**src/rtl/controlador_memoria_ram_pkg.sv**
```systemverilog
// Shared encodings for the RAM host controller: command opcodes, FSM states
// and default geometry.
package controlador_memoria_ram_pkg;

    localparam int DEF_ADDR_W = 2;
    localparam int DEF_DATA_W = 8;

    typedef enum logic [1:0] {
        OP_READ  = 2'b00,
        OP_WRITE = 2'b01,
        OP_CLEAR = 2'b10,
        OP_RSVD  = 2'b11
    } op_e;

    typedef enum logic [2:0] {
        ST_IDLE       = 3'd0,
        ST_WRITE      = 3'd1,
        ST_READ_ISSUE = 3'd2,
        ST_READ_WAIT  = 3'd3,
        ST_CLEAR      = 3'd4,
        ST_RESP       = 3'd5
    } state_e;

endpackage

```
**src/rtl/controlador_memoria_ram.sv**
```systemverilog
// Host-side initiator for a small synchronous word RAM: accepts read, write and
// clear-all commands, sequences the RAM strobes and returns one response each.
module controlador_memoria_ram
    import controlador_memoria_ram_pkg::*;
#(
    parameter int ADDR_W       = DEF_ADDR_W,
    parameter int DATA_W       = DEF_DATA_W,
    parameter int READ_LATENCY = 1
) (
    input  logic              clk,
    input  logic              reset,
    input  logic              cmd_valid,
    output logic              cmd_ready,
    input  logic [1:0]        cmd_op,
    input  logic [ADDR_W-1:0] cmd_addr,
    input  logic [DATA_W-1:0] cmd_wdata,
    output logic              rsp_valid,
    output logic [DATA_W-1:0] rsp_data,
    output logic              rsp_err,
    output logic              busy,
    output logic              mem_en,
    output logic              mem_we,
    output logic [ADDR_W-1:0] mem_addr,
    output logic [DATA_W-1:0] mem_wdata,
    input  logic [DATA_W-1:0] mem_rdata
);

    localparam int DEPTH = 2 ** ADDR_W;
    localparam logic [ADDR_W:0] CLR_LAST = DEPTH[ADDR_W:0];
    localparam logic [ADDR_W:0] CLR_ONE  = {{ADDR_W{1'b0}}, 1'b1};

    state_e            state_reg;
    // One bit wider than the address so it can reach the terminal count DEPTH.
    logic [ADDR_W:0]   clr_cnt_reg;
    logic [2:0]        lat_cnt_reg;

    always_ff @(posedge clk or posedge reset) begin
        if (reset) begin
            state_reg   <= ST_IDLE;
            clr_cnt_reg <= '0;
            lat_cnt_reg <= '0;
            cmd_ready   <= 1'b1;
            busy        <= 1'b0;
            rsp_valid   <= 1'b0;
            rsp_data    <= '0;
            rsp_err     <= 1'b0;
            mem_en      <= 1'b0;
            mem_we      <= 1'b0;
            mem_addr    <= '0;
            mem_wdata   <= '0;
        end else begin
            case (state_reg)
                ST_IDLE: begin
                    if (cmd_valid) begin
                        cmd_ready <= 1'b0;
                        busy      <= 1'b1;
                        case (op_e'(cmd_op))
                            OP_WRITE: begin
                                state_reg <= ST_WRITE;
                                mem_en    <= 1'b1;
                                mem_we    <= 1'b1;
                                mem_addr  <= cmd_addr;
                                mem_wdata <= cmd_wdata;
                            end
                            OP_READ: begin
                                state_reg <= ST_READ_ISSUE;
                                mem_en    <= 1'b1;
                                mem_we    <= 1'b0;
                                mem_addr  <= cmd_addr;
                            end
                            OP_CLEAR: begin
                                state_reg   <= ST_CLEAR;
                                mem_en      <= 1'b1;
                                mem_we      <= 1'b1;
                                mem_addr    <= '0;
                                mem_wdata   <= '0;
                                clr_cnt_reg <= CLR_ONE;
                            end
                            default: begin
                                // Reserved op: answer with an error, never touch the RAM.
                                state_reg <= ST_RESP;
                                rsp_valid <= 1'b1;
                                rsp_err   <= 1'b1;
                                rsp_data  <= '0;
                            end
                        endcase
                    end
                end
                ST_WRITE: begin
                    mem_en    <= 1'b0;
                    mem_we    <= 1'b0;
                    state_reg <= ST_RESP;
                    rsp_valid <= 1'b1;
                    rsp_data  <= '0;
                end
                ST_READ_ISSUE: begin
                    mem_en      <= 1'b0;
                    state_reg   <= ST_READ_WAIT;
                    lat_cnt_reg <= READ_LATENCY[2:0];
                end
                ST_READ_WAIT: begin
                    if (lat_cnt_reg == 3'd1) begin
                        rsp_data  <= mem_rdata;
                        rsp_valid <= 1'b1;
                        state_reg <= ST_RESP;
                    end else begin
                        lat_cnt_reg <= lat_cnt_reg - 3'd1;
                    end
                end
                ST_CLEAR: begin
                    if (clr_cnt_reg == CLR_LAST) begin
                        mem_en    <= 1'b0;
                        mem_we    <= 1'b0;
                        state_reg <= ST_RESP;
                        rsp_valid <= 1'b1;
                        rsp_data  <= '0;
                    end else begin
                        mem_addr    <= clr_cnt_reg[ADDR_W-1:0];
                        clr_cnt_reg <= clr_cnt_reg + CLR_ONE;
                    end
                end
                ST_RESP: begin
                    rsp_valid <= 1'b0;
                    rsp_err   <= 1'b0;
                    cmd_ready <= 1'b1;
                    busy      <= 1'b0;
                    state_reg <= ST_IDLE;
                end
                default: begin
                    state_reg <= ST_IDLE;
                    cmd_ready <= 1'b1;
                    busy      <= 1'b0;
                    rsp_valid <= 1'b0;
                    rsp_err   <= 1'b0;
                    mem_en    <= 1'b0;
                    mem_we    <= 1'b0;
                end
            endcase
        end
    end

endmodule

```
**config.mk**
```make
export PLATFORM = sky130hd
export DESIGN_NAME = controlador_memoria_ram
export DESIGN_NICKNAME = d
export VERILOG_FILES = /design/src/rtl/controlador_memoria_ram_pkg.sv /design/src/rtl/controlador_memoria_ram.sv
export SDC_FILE = /design/constraint.sdc
export NUM_CORES = 1
export LEC_CHECK = 0
export ABC_AREA = 1
export CORE_UTILIZATION = 40
export DETAILED_ROUTE_END_ITERATION = 8
export DONT_BUFFER_PORTS = 1
export PLACE_DENSITY_LB_ADDON = 0.25
export RECOVER_POWER = 50
export SLEW_MARGIN = 5
export SYNTH_ARGS = -nofsm -noshare
export SYNTH_HDL_FRONTEND = slang
export SYNTH_SLANG_ARGS = --single-unit
```
**constraint.sdc**
```tcl
create_clock -name clk -period 1.9 [get_ports clk]
set_clock_uncertainty 0.2 [all_clocks]
set_input_delay 0.57 -clock clk [delete_from_list [all_inputs] [get_ports clk]]
set_output_delay 0.57 -clock clk [all_outputs]
set_load 0.01 [all_outputs]
```
==> report_table.html, run 1 <==
<table>
<tr><th>Metric</th><th>Value</th></tr>
<tr><th colspan="2">Die</th></tr>
<tr><td>Die height</td><td>~71 um</td></tr>
<tr><td>Number of cell rows</td><td>24</td></tr>
<tr><td>Core region area</td><td>approximately 4400 sq um</td></tr>
<tr><td>Total die area</td><td>5020 sq um</td></tr>
<tr><td>Initial standard-cell utilization of the core</td><td>a little over two fifths</td></tr>
<tr><td>Top-Level Pins</td><td>47</td></tr>
<tr><td>Die span in x</td><td>approximately 70 um</td></tr>
<tr><th colspan="2">Pwr</th></tr>
<tr><td>Maximum vdd drop</td><td>0.861 mV</td></tr>
<tr><td>Leak Pwr</td><td>1.17 nW</td></tr>
<tr><td>Post-route total power</td><td>approximately 0.0032 W</td></tr>
<tr><td>Cell area power density</td><td>roughly 1500 nW/um^2</td></tr>
<tr><th colspan="2">Logic synthesis</th></tr>
<tr><td>Yosys reg bits</td><td>33</td></tr>
<tr><td>Post-Synthesis Mean Instance Area</td><td>7.91 sq um</td></tr>
<tr><td>Count of mapped cells out of synthesis</td><td>240</td></tr>
<tr><td>Netlist area before placement</td><td>roughly 1900 sq um</td></tr>
<tr><td>Yosys warnings</td><td>0</td></tr>
<tr><td>Synthesized netlist net count</td><td>roughly 270</td></tr>
<tr><td>Sequential area share after synthesis</td><td>between 40% and 50%</td></tr>
<tr><td>Number of distinct standard cells referenced by the synthesized netlist</td><td>25</td></tr>
<tr><th colspan="2">Min path</th></tr>
<tr><td>Start point of the worst min-delay path</td><td>cmd_wdata[2]</td></tr>
<tr><td>Hold/Removal Path Class</td><td>in2reg</td></tr>
<tr><th colspan="2">Placed design</th></tr>
<tr><td>Half-perimeter wire length of the detailed placement result</td><td>2.86 mm</td></tr>
<tr><td>Routability congestion estimate</td><td>0.811</td></tr>
<tr><td>Post-place setup slack</td><td>0.0391 ns</td></tr>
<tr><td>Count of buffers from port buffering</td><td>0</td></tr>
<tr><th colspan="2">Clock tree</th></tr>
<tr><td>Clock sink count</td><td>33</td></tr>
<tr><td>Number of H-tree levels</td><td>2</td></tr>
<tr><td>TritonCTS clock tree</td><td>yes</td></tr>
<tr><td>Master cell of the clock root buffer</td><td>sky130_fd_sc_hd__clkbuf_8</td></tr>
<tr><td>Post CTS Setup Buffer Count</td><td>0</td></tr>
<tr><td>Clock latency reported for the late side of the worst-skew pair</td><td>0.28 ns</td></tr>
<tr><td>Clock-pin slew on the worst setup and hold paths</td><td>0.06 ns</td></tr>
<tr><td>CTS Buf Count</td><td>5</td></tr>
<tr><td>Buffer levels on the longest clock path</td><td>2</td></tr>
<tr><th colspan="2">Route</th></tr>
<tr><td>Via-to-Cell Ratio</td><td>approximately 4.8</td></tr>
<tr><td>Total iterations of the first detailed-routing run</td><td>6</td></tr>
<tr><td>WL met2</td><td>1.78 mm</td></tr>
<tr><td>Met1 wire length</td><td>about 1.7 mm</td></tr>
<tr><td>Wire per inst</td><td>roughly 12 um</td></tr>
<tr><td>Drc violations</td><td>8</td></tr>
<tr><td>Iteration-0 DRC count of the detailed router</td><td>49</td></tr>
<tr><td>Post-DRT Antenna Nets</td><td>0</td></tr>
<tr><td>Max Used Layer</td><td>met4</td></tr>
<tr><td>Detailed-routed wire length on met3</td><td>197 um</td></tr>
<tr><td>Overall routed net length</td><td>3.70 mm</td></tr>
<tr><td>Via count</td><td>between 1000 and 1500</td></tr>
<tr><th colspan="2">Worst setup path</th></tr>
<tr><td>CP max-delay cell</td><td>sky130_fd_sc_hd__dfrtp_1</td></tr>
<tr><td>Critical path capture point type</td><td>flop</td></tr>
<tr><td>Required @ worst endpoint</td><td>between 1.5 and 2 ns</td></tr>
<tr><td>Most common cell type on the critical path</td><td>sky130_fd_sc_hd__nand2_1</td></tr>
<tr><td>Critical-path cell list</td><td>inv_1 -&gt; ha_1 -&gt; nand2_1 -&gt; nand3_4 -&gt; nand2_2 -&gt; nor2_8 -&gt; nand2_8 -&gt; nand2_1 -&gt; nand2_1</td></tr>
<tr><td>Startpoint type of the worst setup path</td><td>flop</td></tr>
<tr><td>Reg2Reg Launch Point</td><td>clr_cnt_reg[0]</td></tr>
<tr><td>CP peak stage delay</td><td>0.40 ns</td></tr>
<tr><td>Critical setup path kind</td><td>reg2reg</td></tr>
<tr><td>Crit path DAT</td><td>1.63 ns</td></tr>
<tr><td>Critical Path Start</td><td>clr_cnt_reg[0]</td></tr>
<tr><td>Maximum fanout encountered on the critical timing path</td><td>9</td></tr>
<tr><th colspan="2">Timing</th></tr>
<tr><td>Maximum achievable frequency</td><td>600 MHz</td></tr>
<tr><td>Aggregate negative setup slack</td><td>0 ns</td></tr>
<tr><td>Setup repair after global routing missed its margin</td><td>false</td></tr>
<tr><td>Final min period</td><td>between 1.5 and 2 ns</td></tr>
<tr><td>Max_slew headroom</td><td>roughly three quarters</td></tr>
<tr><td>Slew Limit Fails</td><td>0</td></tr>
<tr><td>Worst Hold Margin</td><td>between 0.2 and 0.25 ns</td></tr>
<tr><td>Worst-Margin Slew</td><td>around 0.37 ns</td></tr>
<tr><td>Final setup violation count</td><td>0</td></tr>
<tr><td>Hold Vio Cnt, Final</td><td>0</td></tr>
<tr><td>Final Cycle Share</td><td>between 80% and 90%</td></tr>
<tr><td>Worst-case setup margin in the final layout</td><td>between 0.2 and 0.25 ns</td></tr>
<tr><th colspan="2">Job</th></tr>
<tr><td>Max-capacitance violation count</td><td>0</td></tr>
<tr><th colspan="2">Global route</th></tr>
<tr><td>Overflow left after global routing</td><td>0</td></tr>
<tr><td>GRT Resource Usage Total</td><td>16.2%</td></tr>
<tr><td>First-pass GRT wire length</td><td>roughly 6.4 mm</td></tr>
<tr><td>Antenna violations before repair</td><td>0</td></tr>
<tr><td>Via count of the first global-routing pass</td><td>about 1500</td></tr>
<tr><td>Largest net degree at the start of global routing</td><td>16</td></tr>
<tr><th colspan="2">Final layout</th></tr>
<tr><td>Top flop regs</td><td>mem_wdata (8), rsp_data (8)</td></tr>
<tr><td>Fraction of layout instances using a drive strength above 1</td><td>around an eighth</td></tr>
<tr><td>Area Overhead vs Synth</td><td>10.0%</td></tr>
<tr><td>Most common cell after layout, fill and taps aside</td><td>sky130_fd_sc_hd__nand2_1</td></tr>
<tr><td>Number of nets at the end of the flow</td><td>approximately 290</td></tr>
<tr><td>Number of diodes</td><td>0</td></tr>
<tr><td>Commonest cells after routing, fill and taps aside</td><td>sky130_fd_sc_hd__nand2_1, sky130_fd_sc_hd__dfrtp_1, sky130_fd_sc_hd__inv_1</td></tr>
<tr><th colspan="2">Outcome</th></tr>
<tr><td>Failing checks</td><td>design-rule violations</td></tr>
<tr><td>Result of the run</td><td>finished with violations</td></tr>
</table>
-- critical path, delay by kind of cell, from the launching register on --
kind	cells	cell delay, ns
flip-flops	1	0.40
adder cells (fa/ha/maj)	1	0.15
buffers and inverters	1	0.07
AND/OR/NAND/NOR	7	0.74
-- cells in the mapped netlist --
| cell | instances | area, sq um |
|---|---|---|
| sky130_fd_sc_hd__ha_1 | 11 | 138 |
| sky130_fd_sc_hd__o21ai_0 | 12 | 60.1 |
| sky130_fd_sc_hd__or2_2 | 1 | 6.26 |
| sky130_fd_sc_hd__dfstp_2 | 1 | 26.3 |
| sky130_fd_sc_hd__nand2_2 | 3 | 18.8 |
| sky130_fd_sc_hd__nor2_8 | 2 | 40.0 |
| sky130_fd_sc_hd__a21oi_1 | 1 | 5.00 |
| sky130_fd_sc_hd__inv_2 | 2 | 7.51 |
| sky130_fd_sc_hd__o21ai_2 | 1 | 8.76 |
| sky130_fd_sc_hd__buf_6 | 1 | 11.3 |
| sky130_fd_sc_hd__nand2_1 | 82 | 308 |
| sky130_fd_sc_hd__nand2_4 | 2 | 22.5 |
| sky130_fd_sc_hd__nand3_1 | 29 | 145 |
| sky130_fd_sc_hd__nor2_1 | 18 | 67.6 |
| sky130_fd_sc_hd__nand4_1 | 1 | 6.26 |
| sky130_fd_sc_hd__inv_4 | 2 | 12.5 |
| sky130_fd_sc_hd__nand3_4 | 2 | 35.0 |
| sky130_fd_sc_hd__o21a_1 | 1 | 7.51 |
| sky130_fd_sc_hd__nor3_4 | 1 | 16.3 |
| sky130_fd_sc_hd__dfrtp_1 | 32 | 801 |
| sky130_fd_sc_hd__nand2_8 | 1 | 20.0 |
| sky130_fd_sc_hd__clkbuf_1 | 1 | 3.75 |
| sky130_fd_sc_hd__a31oi_1 | 1 | 6.26 |
| sky130_fd_sc_hd__nor2_2 | 2 | 12.5 |
| sky130_fd_sc_hd__inv_1 | 30 | 113 |
-- path summary, 6_finish.rpt --
check,end,slack (ns),cells past startpoint
max in group asynchronous,clr_cnt_reg[2],0.35,3
worst min register to register,cmd_ready,0.31,2
worst min-delay path,mem_wdata[2],0.23,2
min in group asynchronous,state_reg[2],0.48,2
worst max-delay path,rsp_data[0],0.23,9
worst max register to register,rsp_data[0],0.23,9
-- repair_timing --
action / CTS / global route
endpoints found under the hold margin: 6 / 0
resized for setup: 0 / 0
hold buffers: 1 / 0
-- final cells by class --
class / count / area [sq um]
fillers: 455 / 2360
multi-input cells: 171 / 923
flip-flops and latches: 33 / 827
inverters: 34 / 133
clock buffers: 8 / 90.1
well taps: 52 / 65.1
repair buffers: 7 / 50.0
-- per-layer routing --
metal	global-route usage [%]	up-vias
li1	-	773
met1	19.2	647
met2	27.4	35
met3	6.55	4
met4	4.44	0
met5	0	-
-- cell families after synthesis --
| group | after synthesis | synth area share (%) |
|---|---|---|
| flip-flops | 33 | 43.6 |
| buffers and inverters | 36 | 7.78 |
| AND/OR/NAND/NOR | 144 | 36.8 |
| AO/OA/AOI/OAI | 16 | 4.61 |
| adder cells (fa/ha/maj) | 11 | 7.25 |
-- power breakdown --
part	total, W	leakage [nW]	switching [W]	internal, W
logic	0.00141	0.702	0.000917	0.000498
registers	0.00126	0.428	0.000303	0.000960
clock network	0.000532	0.0455	0.000237	0.000295
total	0.00321	1.17	0.00146	0.00175
-- metrics by stage --
stage	util (%)	cells	instance area [sq um]
after floorplan	-	240	1900
after global placement	44.8	296	1990
after detailed placement	44.8	296	1990
after CTS	47.1	305	2090
after global routing	47.0	305	2090
final	47.0	305	2090
Note: power is estimated with default switching activity, not from simulation.
==> inputs of run 2 (changes only) <==
==> constraint.sdc (replaced) <==
create_clock -name clk -period 1.9 [get_ports clk]
set_clock_uncertainty 0.2 [all_clocks]
set_input_delay 0.095 -clock clk [delete_from_list [all_inputs] [get_ports clk]]
set_output_delay 0.095 -clock clk [all_outputs]
set_load 0.01 [all_outputs]
==> report_table.html, run 2 (synthesis results as in run 1) <==
<table>
<tr><th>Metric</th><th>Value</th></tr>
<tr><th colspan="2">Global route</th></tr>
<tr><td>Via count of the first global-routing pass</td><td>1548 (+4.5%)</td></tr>
<tr><td>Largest net degree at the start of global routing</td><td>34 (+18)</td></tr>
<tr><td>GRT Resource Usage Total</td><td>17.5% (+1.3 points)</td></tr>
<tr><td>Met3 capacity usage during global routing</td><td>5.56% (-1.0 points)</td></tr>
<tr><td>Routing usage on met1</td><td>20.3% (+1.2 points)</td></tr>
<tr><td>First-pass GRT wire length</td><td>6.87 mm (+6.9%)</td></tr>
<tr><td>Overflow left after global routing</td><td>0 (unchanged)</td></tr>
<tr><td>Busiest layer in global routing</td><td>met2</td></tr>
<tr><td>Met2 Usage GRT</td><td>30.8% (+3.4 points)</td></tr>
<tr><td>Antenna violations before repair</td><td>0 (unchanged)</td></tr>
<tr><th colspan="2">Final layout</th></tr>
<tr><td>Fraction of layout instances using a drive strength above 1</td><td>11.2% (-1.5 points)</td></tr>
<tr><td>Commonest cells after routing, fill and taps aside</td><td>sky130_fd_sc_hd__nand2_1, sky130_fd_sc_hd__dfrtp_1, sky130_fd_sc_hd__inv_1</td></tr>
<tr><td>Top flop regs</td><td>mem_wdata (8), rsp_data (8)</td></tr>
<tr><td>Area Overhead vs Synth</td><td>19.2%</td></tr>
<tr><td>Number of diodes</td><td>0 (unchanged)</td></tr>
<tr><td>Number of nets at the end of the flow</td><td>301 (+5.2%)</td></tr>
<tr><td>Utilization after layout</td><td>50.9% (+3.9 points)</td></tr>
<tr><td>Filler cell count</td><td>468 (+2.9%)</td></tr>
<tr><td>Most common cell after layout, fill and taps aside</td><td>sky130_fd_sc_hd__nand2_1</td></tr>
<tr><th colspan="2">Worst setup path</th></tr>
<tr><td>Critical-path cell list</td><td>dlygate4sd3_1 -&gt; inv_1 -&gt; ha_1 -&gt; inv_1 -&gt; nor3_4 -&gt; inv_4 -&gt; nand2_1 -&gt; nand2_1</td></tr>
<tr><td>Maximum fanout encountered on the critical timing path</td><td>9 (unchanged)</td></tr>
<tr><td>CP peak stage delay</td><td>0.53 ns (+0.13 ns)</td></tr>
<tr><td>Required @ worst endpoint</td><td>1.87 ns (about the same)</td></tr>
<tr><td>CP max-delay cell</td><td>sky130_fd_sc_hd__dlygate4sd3_1</td></tr>
<tr><td>Number of buffer and inverter instances along the worst setup path</td><td>4 (+3)</td></tr>
<tr><td>Critical setup path kind</td><td>in2reg</td></tr>
<tr><td>Crit path DAT</td><td>1.69 ns (+0.06 ns)</td></tr>
<tr><td>Critical path capture point type</td><td>flop</td></tr>
<tr><td>Crit-path leading delay family</td><td>buffers and inverters</td></tr>
<tr><td>Startpoint type of the worst setup path</td><td>input pin</td></tr>
<tr><th colspan="2">Timing</th></tr>
<tr><td>Slew Limit Fails</td><td>0 (unchanged)</td></tr>
<tr><td>Setup repair after global routing missed its margin</td><td>false</td></tr>
<tr><td>Hold Vio Cnt, Final</td><td>0 (unchanged)</td></tr>
<tr><td>Final min period</td><td>1.73 ns (+0.0606 ns)</td></tr>
<tr><td>Worst Hold Margin</td><td>0.00732 ns (-0.221 ns)</td></tr>
<tr><td>Final setup violation count</td><td>0 (unchanged)</td></tr>
<tr><td>Worst-Margin Slew</td><td>0.835 ns (+0.462 ns)</td></tr>
<tr><td>Worst-case setup margin in the final layout</td><td>0.173 ns (-0.0606 ns)</td></tr>
<tr><td>Aggregate negative setup slack</td><td>0 ns (unchanged)</td></tr>
<tr><td>Final Cycle Share</td><td>90.9% (+3.2 points)</td></tr>
<tr><td>Maximum achievable frequency</td><td>579 MHz (-3.5%)</td></tr>
<tr><td>Max_slew headroom</td><td>44.3% (-31 points)</td></tr>
<tr><th colspan="2">Route</th></tr>
<tr><td>Iteration-0 DRC count of the detailed router</td><td>57 (+16%)</td></tr>
<tr><td>Wire per inst</td><td>12.2 um (+0.59%)</td></tr>
<tr><td>Overall routed net length</td><td>3.91 mm (+5.5%)</td></tr>
<tr><td>Via-to-Cell Ratio</td><td>4.81 (+0.60%)</td></tr>
<tr><td>Total iterations of the first detailed-routing run</td><td>8 (+2)</td></tr>
<tr><td>Post-DRT Antenna Nets</td><td>0 (unchanged)</td></tr>
<tr><td>Via count</td><td>1540 (+5.6%)</td></tr>
<tr><td>Drc violations</td><td>2 (-6)</td></tr>
<tr><th colspan="2">Die</th></tr>
<tr><td>Core region area</td><td>4440 sq um (unchanged)</td></tr>
<tr><td>Total die area</td><td>5020 sq um (unchanged)</td></tr>
<tr><td>Initial standard-cell utilization of the core</td><td>42.7% (unchanged)</td></tr>
<tr><td>Top-Level Pins</td><td>47 (unchanged)</td></tr>
<tr><td>Die span in x</td><td>70.9 um (unchanged)</td></tr>
<tr><td>Number of cell rows</td><td>24 (unchanged)</td></tr>
<tr><td>Die height</td><td>70.9 um (unchanged)</td></tr>
<tr><th colspan="2">Pwr</th></tr>
<tr><td>Proportion of power drawn by the clock network</td><td>17.6% (+1.0 points)</td></tr>
<tr><td>Switching Power</td><td>0.00148 W (+1.6%)</td></tr>
<tr><td>Leak Pwr</td><td>1.24 nW (+5.8%)</td></tr>
<tr><td>Cell area power density</td><td>1450 nW/um^2 (-5.6%)</td></tr>
<tr><td>Maximum vdd drop</td><td>0.941 mV (+9.4%)</td></tr>
<tr><td>Post-route total power</td><td>0.00328 W (+2.2%)</td></tr>
<tr><td>Proportion of total power due to net switching</td><td>45.1% (-0.26 points)</td></tr>
<tr><td>Combinational share of power</td><td>43.9% (-0.2 points)</td></tr>
<tr><td>Cell internal power dissipation</td><td>0.00180 W (+2.7%)</td></tr>
<tr><td>Sequential fraction of design power</td><td>38.5% (-0.8 points)</td></tr>
<tr><th colspan="2">Clock tree</th></tr>
<tr><td>Number of H-tree levels</td><td>2 (unchanged)</td></tr>
<tr><td>CTS Buf Count</td><td>5 (unchanged)</td></tr>
<tr><td>Clock sink count</td><td>33 (unchanged)</td></tr>
<tr><td>Master cell of the clock root buffer</td><td>sky130_fd_sc_hd__clkbuf_8</td></tr>
<tr><td>TritonCTS clock tree</td><td>yes</td></tr>
<tr><td>Hold buffer count at cts</td><td>20 (+19)</td></tr>
<tr><td>CTS-repair resized insts</td><td>0 (unchanged)</td></tr>
<tr><td>Clock-pin slew on the worst setup and hold paths</td><td>0.06 ns (about the same)</td></tr>
<tr><td>Clock latency reported for the late side of the worst-skew pair</td><td>0.28 ns (about the same)</td></tr>
<tr><td>Post CTS Setup Buffer Count</td><td>0 (unchanged)</td></tr>
<tr><td>Buffer levels on the longest clock path</td><td>2 (unchanged)</td></tr>
<tr><th colspan="2">Outcome</th></tr>
<tr><td>Result of the run</td><td>finished with violations</td></tr>
<tr><td>Failing checks</td><td>design-rule violations</td></tr>
<tr><th colspan="2">Placed design</th></tr>
<tr><td>Half-perimeter wire length of the detailed placement result</td><td>2.79 mm (-2.3%)</td></tr>
<tr><td>Count of buffers from port buffering</td><td>0 (unchanged)</td></tr>
<tr><td>Routability congestion estimate</td><td>0.815 (+0.57%)</td></tr>
<tr><td>Post-place setup slack</td><td>0.207 ns (+0.168 ns)</td></tr>
<tr><th colspan="2">Job</th></tr>
<tr><td>Max-capacitance violation count</td><td>0 (unchanged)</td></tr>
<tr><th colspan="2">Min path</th></tr>
<tr><td>Hold/Removal Path Class</td><td>in2reg</td></tr>
</table>
[run 2: cell type report]
cell class                      instances  area [sq um]  area share, %
Inverter                               34           133           5.86
Sequential cell                        33           827           36.6
Clock buffer                            7          96.3           4.26
Multi-Input combinational cell        171           923           40.8
Tap cell                               52          65.1           2.88
Clock inverter                          1          5.00          0.221
Timing Repair Buffer                   22           213           9.40
[run 2: power by group through the flow]
stage               Clock, W  Combinational, W  Sequential, W
finish              0.000576           0.00144        0.00126
global route        0.000624           0.00168        0.00130
CTS                 0.000601           0.00146        0.00127
detailed placement         0           0.00142        0.00127
global placement           0           0.00141        0.00128
floorplan                  0           0.00118        0.00122
[run 2: stage by stage]
step | cells | area (sq um)
floorplan | 240 | 1900
global route | 320 | 2260
global placement | 292 | 1960
finish | 320 | 2260
CTS | 320 | 2260
detailed placement | 292 | 1960
[run 2: worst paths after layout]
path / from / to / slack (ns) / cells past startpoint
setup / recovery: cmd_op[1] / mem_wdata[6] / 0.17 / 8
hold / removal: cmd_valid / clr_cnt_reg[0] / 0.007 / 4
min in group asynchronous: reset / rsp_data[5] / 0.31 / 3
hold reg to reg: cmd_ready / cmd_ready / 0.31 / 2
max in group asynchronous: reset / rsp_err / 0.68 / 3
setup reg to reg: state_reg[0] / mem_wdata[6] / 0.18 / 6
[run 2: worst register-to-register path: cells and delay by family (launching register included)]
| kind | cells | cell delay (ns) |
|---|---|---|
| simple gates | 5 | 0.82 |
| flops | 1 | 0.49 |
| buf+inv | 1 | 0.11 |
[run 2: per-layer routing]
layer  part of all wire [%]  routed length (um)
met5                      0                   0
met3                    4.9                 192
met1                     45                1740
met2                     50                1940
met4                   0.92                  36
==> inputs of run 3 (changes only) <==
CELL_PAD_IN_SITES_DETAIL_PLACEMENT = 0   (was default)
CELL_PAD_IN_SITES_GLOBAL_PLACEMENT = 1   (was default)
==> report_table.html, run 3 (synthesis results as in run 1) <==
<table>
<tr><th>Metric</th><th>Value</th></tr>
<tr><th colspan="2">Min path</th></tr>
<tr><td>Hold/Removal Path Class</td><td>in2reg</td></tr>
<tr><th colspan="2">Worst setup path</th></tr>
<tr><td>Required @ worst endpoint</td><td>1.87 ns (about the same)</td></tr>
<tr><td>Startpoint type of the worst setup path</td><td>flop</td></tr>
<tr><td>Most common cell type on the critical path</td><td>sky130_fd_sc_hd__nand2_1</td></tr>
<tr><td>Crit path DAT</td><td>1.69 ns (about the same)</td></tr>
<tr><td>Critical setup path kind</td><td>reg2reg</td></tr>
<tr><td>Critical-path cell list</td><td>nor2_8 -&gt; nand2_4 -&gt; nor3_4 -&gt; inv_4 -&gt; nand2_1 -&gt; nand2_1</td></tr>
<tr><td>CP peak stage delay</td><td>0.49 ns (-0.04 ns)</td></tr>
<tr><td>Maximum fanout encountered on the critical timing path</td><td>9 (unchanged)</td></tr>
<tr><td>CP max-delay cell</td><td>sky130_fd_sc_hd__dfrtp_1</td></tr>
<tr><td>Critical path capture point type</td><td>flop</td></tr>
<tr><th colspan="2">Pwr</th></tr>
<tr><td>Cell area power density</td><td>1460 nW/um^2 (+0.34%)</td></tr>
<tr><td>Leak Pwr</td><td>1.24 nW (unchanged)</td></tr>
<tr><td>Maximum vdd drop</td><td>0.634 mV (-33%)</td></tr>
<tr><th colspan="2">Clock tree</th></tr>
<tr><td>Post CTS Setup Buffer Count</td><td>0 (unchanged)</td></tr>
<tr><td>Clock latency reported for the late side of the worst-skew pair</td><td>0.28 ns (about the same)</td></tr>
<tr><td>CTS Buf Count</td><td>5 (unchanged)</td></tr>
<tr><td>Buffer levels on the longest clock path</td><td>2 (unchanged)</td></tr>
<tr><td>Clock sink count</td><td>33 (unchanged)</td></tr>
<tr><td>Clock-pin slew on the worst setup and hold paths</td><td>0.07 ns (about the same)</td></tr>
<tr><td>TritonCTS clock tree</td><td>yes</td></tr>
<tr><td>Number of H-tree levels</td><td>2 (unchanged)</td></tr>
<tr><td>Master cell of the clock root buffer</td><td>sky130_fd_sc_hd__clkbuf_8</td></tr>
<tr><th colspan="2">Global route</th></tr>
<tr><td>Via count of the first global-routing pass</td><td>1548 (unchanged)</td></tr>
<tr><td>First-pass GRT wire length</td><td>7.09 mm (+3.3%)</td></tr>
<tr><td>GRT Resource Usage Total</td><td>18.2% (+0.68 points)</td></tr>
<tr><td>Largest net degree at the start of global routing</td><td>34 (unchanged)</td></tr>
<tr><td>Overflow left after global routing</td><td>0 (unchanged)</td></tr>
<tr><td>Antenna violations before repair</td><td>0 (unchanged)</td></tr>
<tr><th colspan="2">Timing</th></tr>
<tr><td>Final Cycle Share</td><td>90.9% (about the same)</td></tr>
<tr><td>Maximum achievable frequency</td><td>579 MHz (about the same)</td></tr>
<tr><td>Slew Limit Fails</td><td>0 (unchanged)</td></tr>
<tr><td>Aggregate negative setup slack</td><td>0 ns (unchanged)</td></tr>
<tr><td>Worst-Margin Slew</td><td>0.817 ns (-0.0185 ns)</td></tr>
<tr><td>Final setup violation count</td><td>0 (unchanged)</td></tr>
<tr><td>Hold Vio Cnt, Final</td><td>0 (unchanged)</td></tr>
<tr><td>Max_slew headroom</td><td>45.5% (+1.2 points)</td></tr>
<tr><td>Final min period</td><td>1.73 ns (-0.000627 ns)</td></tr>
<tr><td>Setup repair after global routing missed its margin</td><td>false</td></tr>
<tr><th colspan="2">Die</th></tr>
<tr><td>Initial standard-cell utilization of the core</td><td>42.7% (unchanged)</td></tr>
<tr><td>Top-Level Pins</td><td>47 (unchanged)</td></tr>
<tr><td>Die span in x</td><td>70.9 um (unchanged)</td></tr>
<tr><td>Die height</td><td>70.9 um (unchanged)</td></tr>
<tr><td>Total die area</td><td>5020 sq um (unchanged)</td></tr>
<tr><td>Number of cell rows</td><td>24 (unchanged)</td></tr>
<tr><td>Core region area</td><td>4440 sq um (unchanged)</td></tr>
<tr><th colspan="2">Final layout</th></tr>
<tr><td>Area Overhead vs Synth</td><td>19.2% (unchanged)</td></tr>
<tr><td>Fraction of layout instances using a drive strength above 1</td><td>11.2% (unchanged)</td></tr>
<tr><td>Number of nets at the end of the flow</td><td>301 (unchanged)</td></tr>
<tr><td>Commonest cells after routing, fill and taps aside</td><td>sky130_fd_sc_hd__nand2_1, sky130_fd_sc_hd__dfrtp_1, sky130_fd_sc_hd__inv_1</td></tr>
<tr><td>Most common cell after layout, fill and taps aside</td><td>sky130_fd_sc_hd__nand2_1</td></tr>
<tr><td>Non-filler cells, final</td><td>320 (unchanged)</td></tr>
<tr><td>Top flop regs</td><td>mem_wdata (8), rsp_data (8)</td></tr>
<tr><td>Number of diodes</td><td>0 (unchanged)</td></tr>
<tr><td>Filler cell count</td><td>452 (-3.4%)</td></tr>
<tr><th colspan="2">Route</th></tr>
<tr><td>Overall routed net length</td><td>4.03 mm (+3.2%)</td></tr>
<tr><td>Via count</td><td>1531 (-0.58%)</td></tr>
<tr><td>Total iterations of the first detailed-routing run</td><td>9 (+1)</td></tr>
<tr><td>Wire per inst</td><td>12.6 um (+3.2%)</td></tr>
<tr><td>Via-to-Cell Ratio</td><td>4.78 (-0.58%)</td></tr>
<tr><td>Iteration-0 DRC count of the detailed router</td><td>61 (+7.0%)</td></tr>
<tr><td>Post-DRT Antenna Nets</td><td>0 (unchanged)</td></tr>
<tr><td>Drc violations</td><td>4 (+2)</td></tr>
<tr><th colspan="2">Placed design</th></tr>
<tr><td>Total instance count after detailed placement</td><td>292 (unchanged)</td></tr>
<tr><td>Routability congestion estimate</td><td>0.760 (-6.8%)</td></tr>
<tr><td>Count of buffers from port buffering</td><td>0 (unchanged)</td></tr>
<tr><td>Half-perimeter wire length of the detailed placement result</td><td>2.90 mm (+3.9%)</td></tr>
<tr><th colspan="2">Outcome</th></tr>
<tr><td>Result of the run</td><td>finished with violations</td></tr>
<tr><td>Failing checks</td><td>design-rule violations</td></tr>
<tr><th colspan="2">Job</th></tr>
<tr><td>Max-capacitance violation count</td><td>0 (unchanged)</td></tr>
</table>
-- run 3: worst paths after layout --
| path | start | endpoint | slack (ns) | cells past startpoint |
|---|---|---|---|---|
| worst max-delay path | state_reg[0] | mem_wdata[3] | 0.17 | 6 |
| worst min-delay path | cmd_op[1] | state_reg[1] | 0.03 | 4 |
| worst max register to register | state_reg[0] | mem_wdata[3] | 0.17 | 6 |
| worst min register to register | cmd_ready | cmd_ready | 0.31 | 2 |
| max in group asynchronous | reset | rsp_data[5] | 0.67 | 3 |
| min in group asynchronous | reset | clr_cnt_reg[2] | 0.32 | 3 |
-- run 3: layout make-up --
class	instances	area [sq um]	share of cell area [%]
clock buffers	7	96.3	4.26
clock inverters	1	5.00	0.221
inverters	34	133	5.86
multi-input cells	171	923	40.8
flip-flops and latches	33	827	36.6
well taps	52	65.1	2.88
repair buffers	22	213	9.40
-- run 3: power breakdown --
part	internal (W)	total, W	switching [W]
combinational	0.000512	0.00145	0.000936
sequential	0.000959	0.00127	0.000310
clock	0.000327	0.000576	0.000248
-- run 3: routing by layer --
layer / GRT usage, % / vias to the layer above / part of all wire (%)
met5: 0 / - / 0
met4: 6.00 / 0 / 0.94
met3: 4.56 / 4 / 4.6
met2: 30.4 / 36 / 48
met1: 23.1 / 687 / 46
li1: - / 804 / -
-- run 3: per-stage QoR --
stage	total power (W)	hold slack, ns	util [%]	area [sq um]	worst slack (ns)
6_report	0.00329	0.0261	50.9	2260	0.174
5_1_grt	0.00361	0.0464	50.9	2260	0.0365
4_1_cts	0.00333	0.0223	51.0	2260	0.171
3_5_place_dp	0.00270	-0.0890	44.2	1960	0.191
3_3_place_gp	0.00271	-0.0926	44.2	1960	0.229
2_1_floorplan	0.00240	0.0232	-	1900	0.356
-- run 3: critical path: cells and delay by family, from the launching register on --
kind | cells | cell delay, ns
flip-flops | 1 | 0.49
AND/OR/NAND/NOR | 5 | 0.81
buffers and inverters | 1 | 0.11
-- run 3: timing repair --
item | 4_1_cts | 5_1_grt
hold buffers | 20 | 0
setup endpoints to repair | 0 | 0
hold endpoints to repair | 52 | 0
resized for setup | 0 | 0
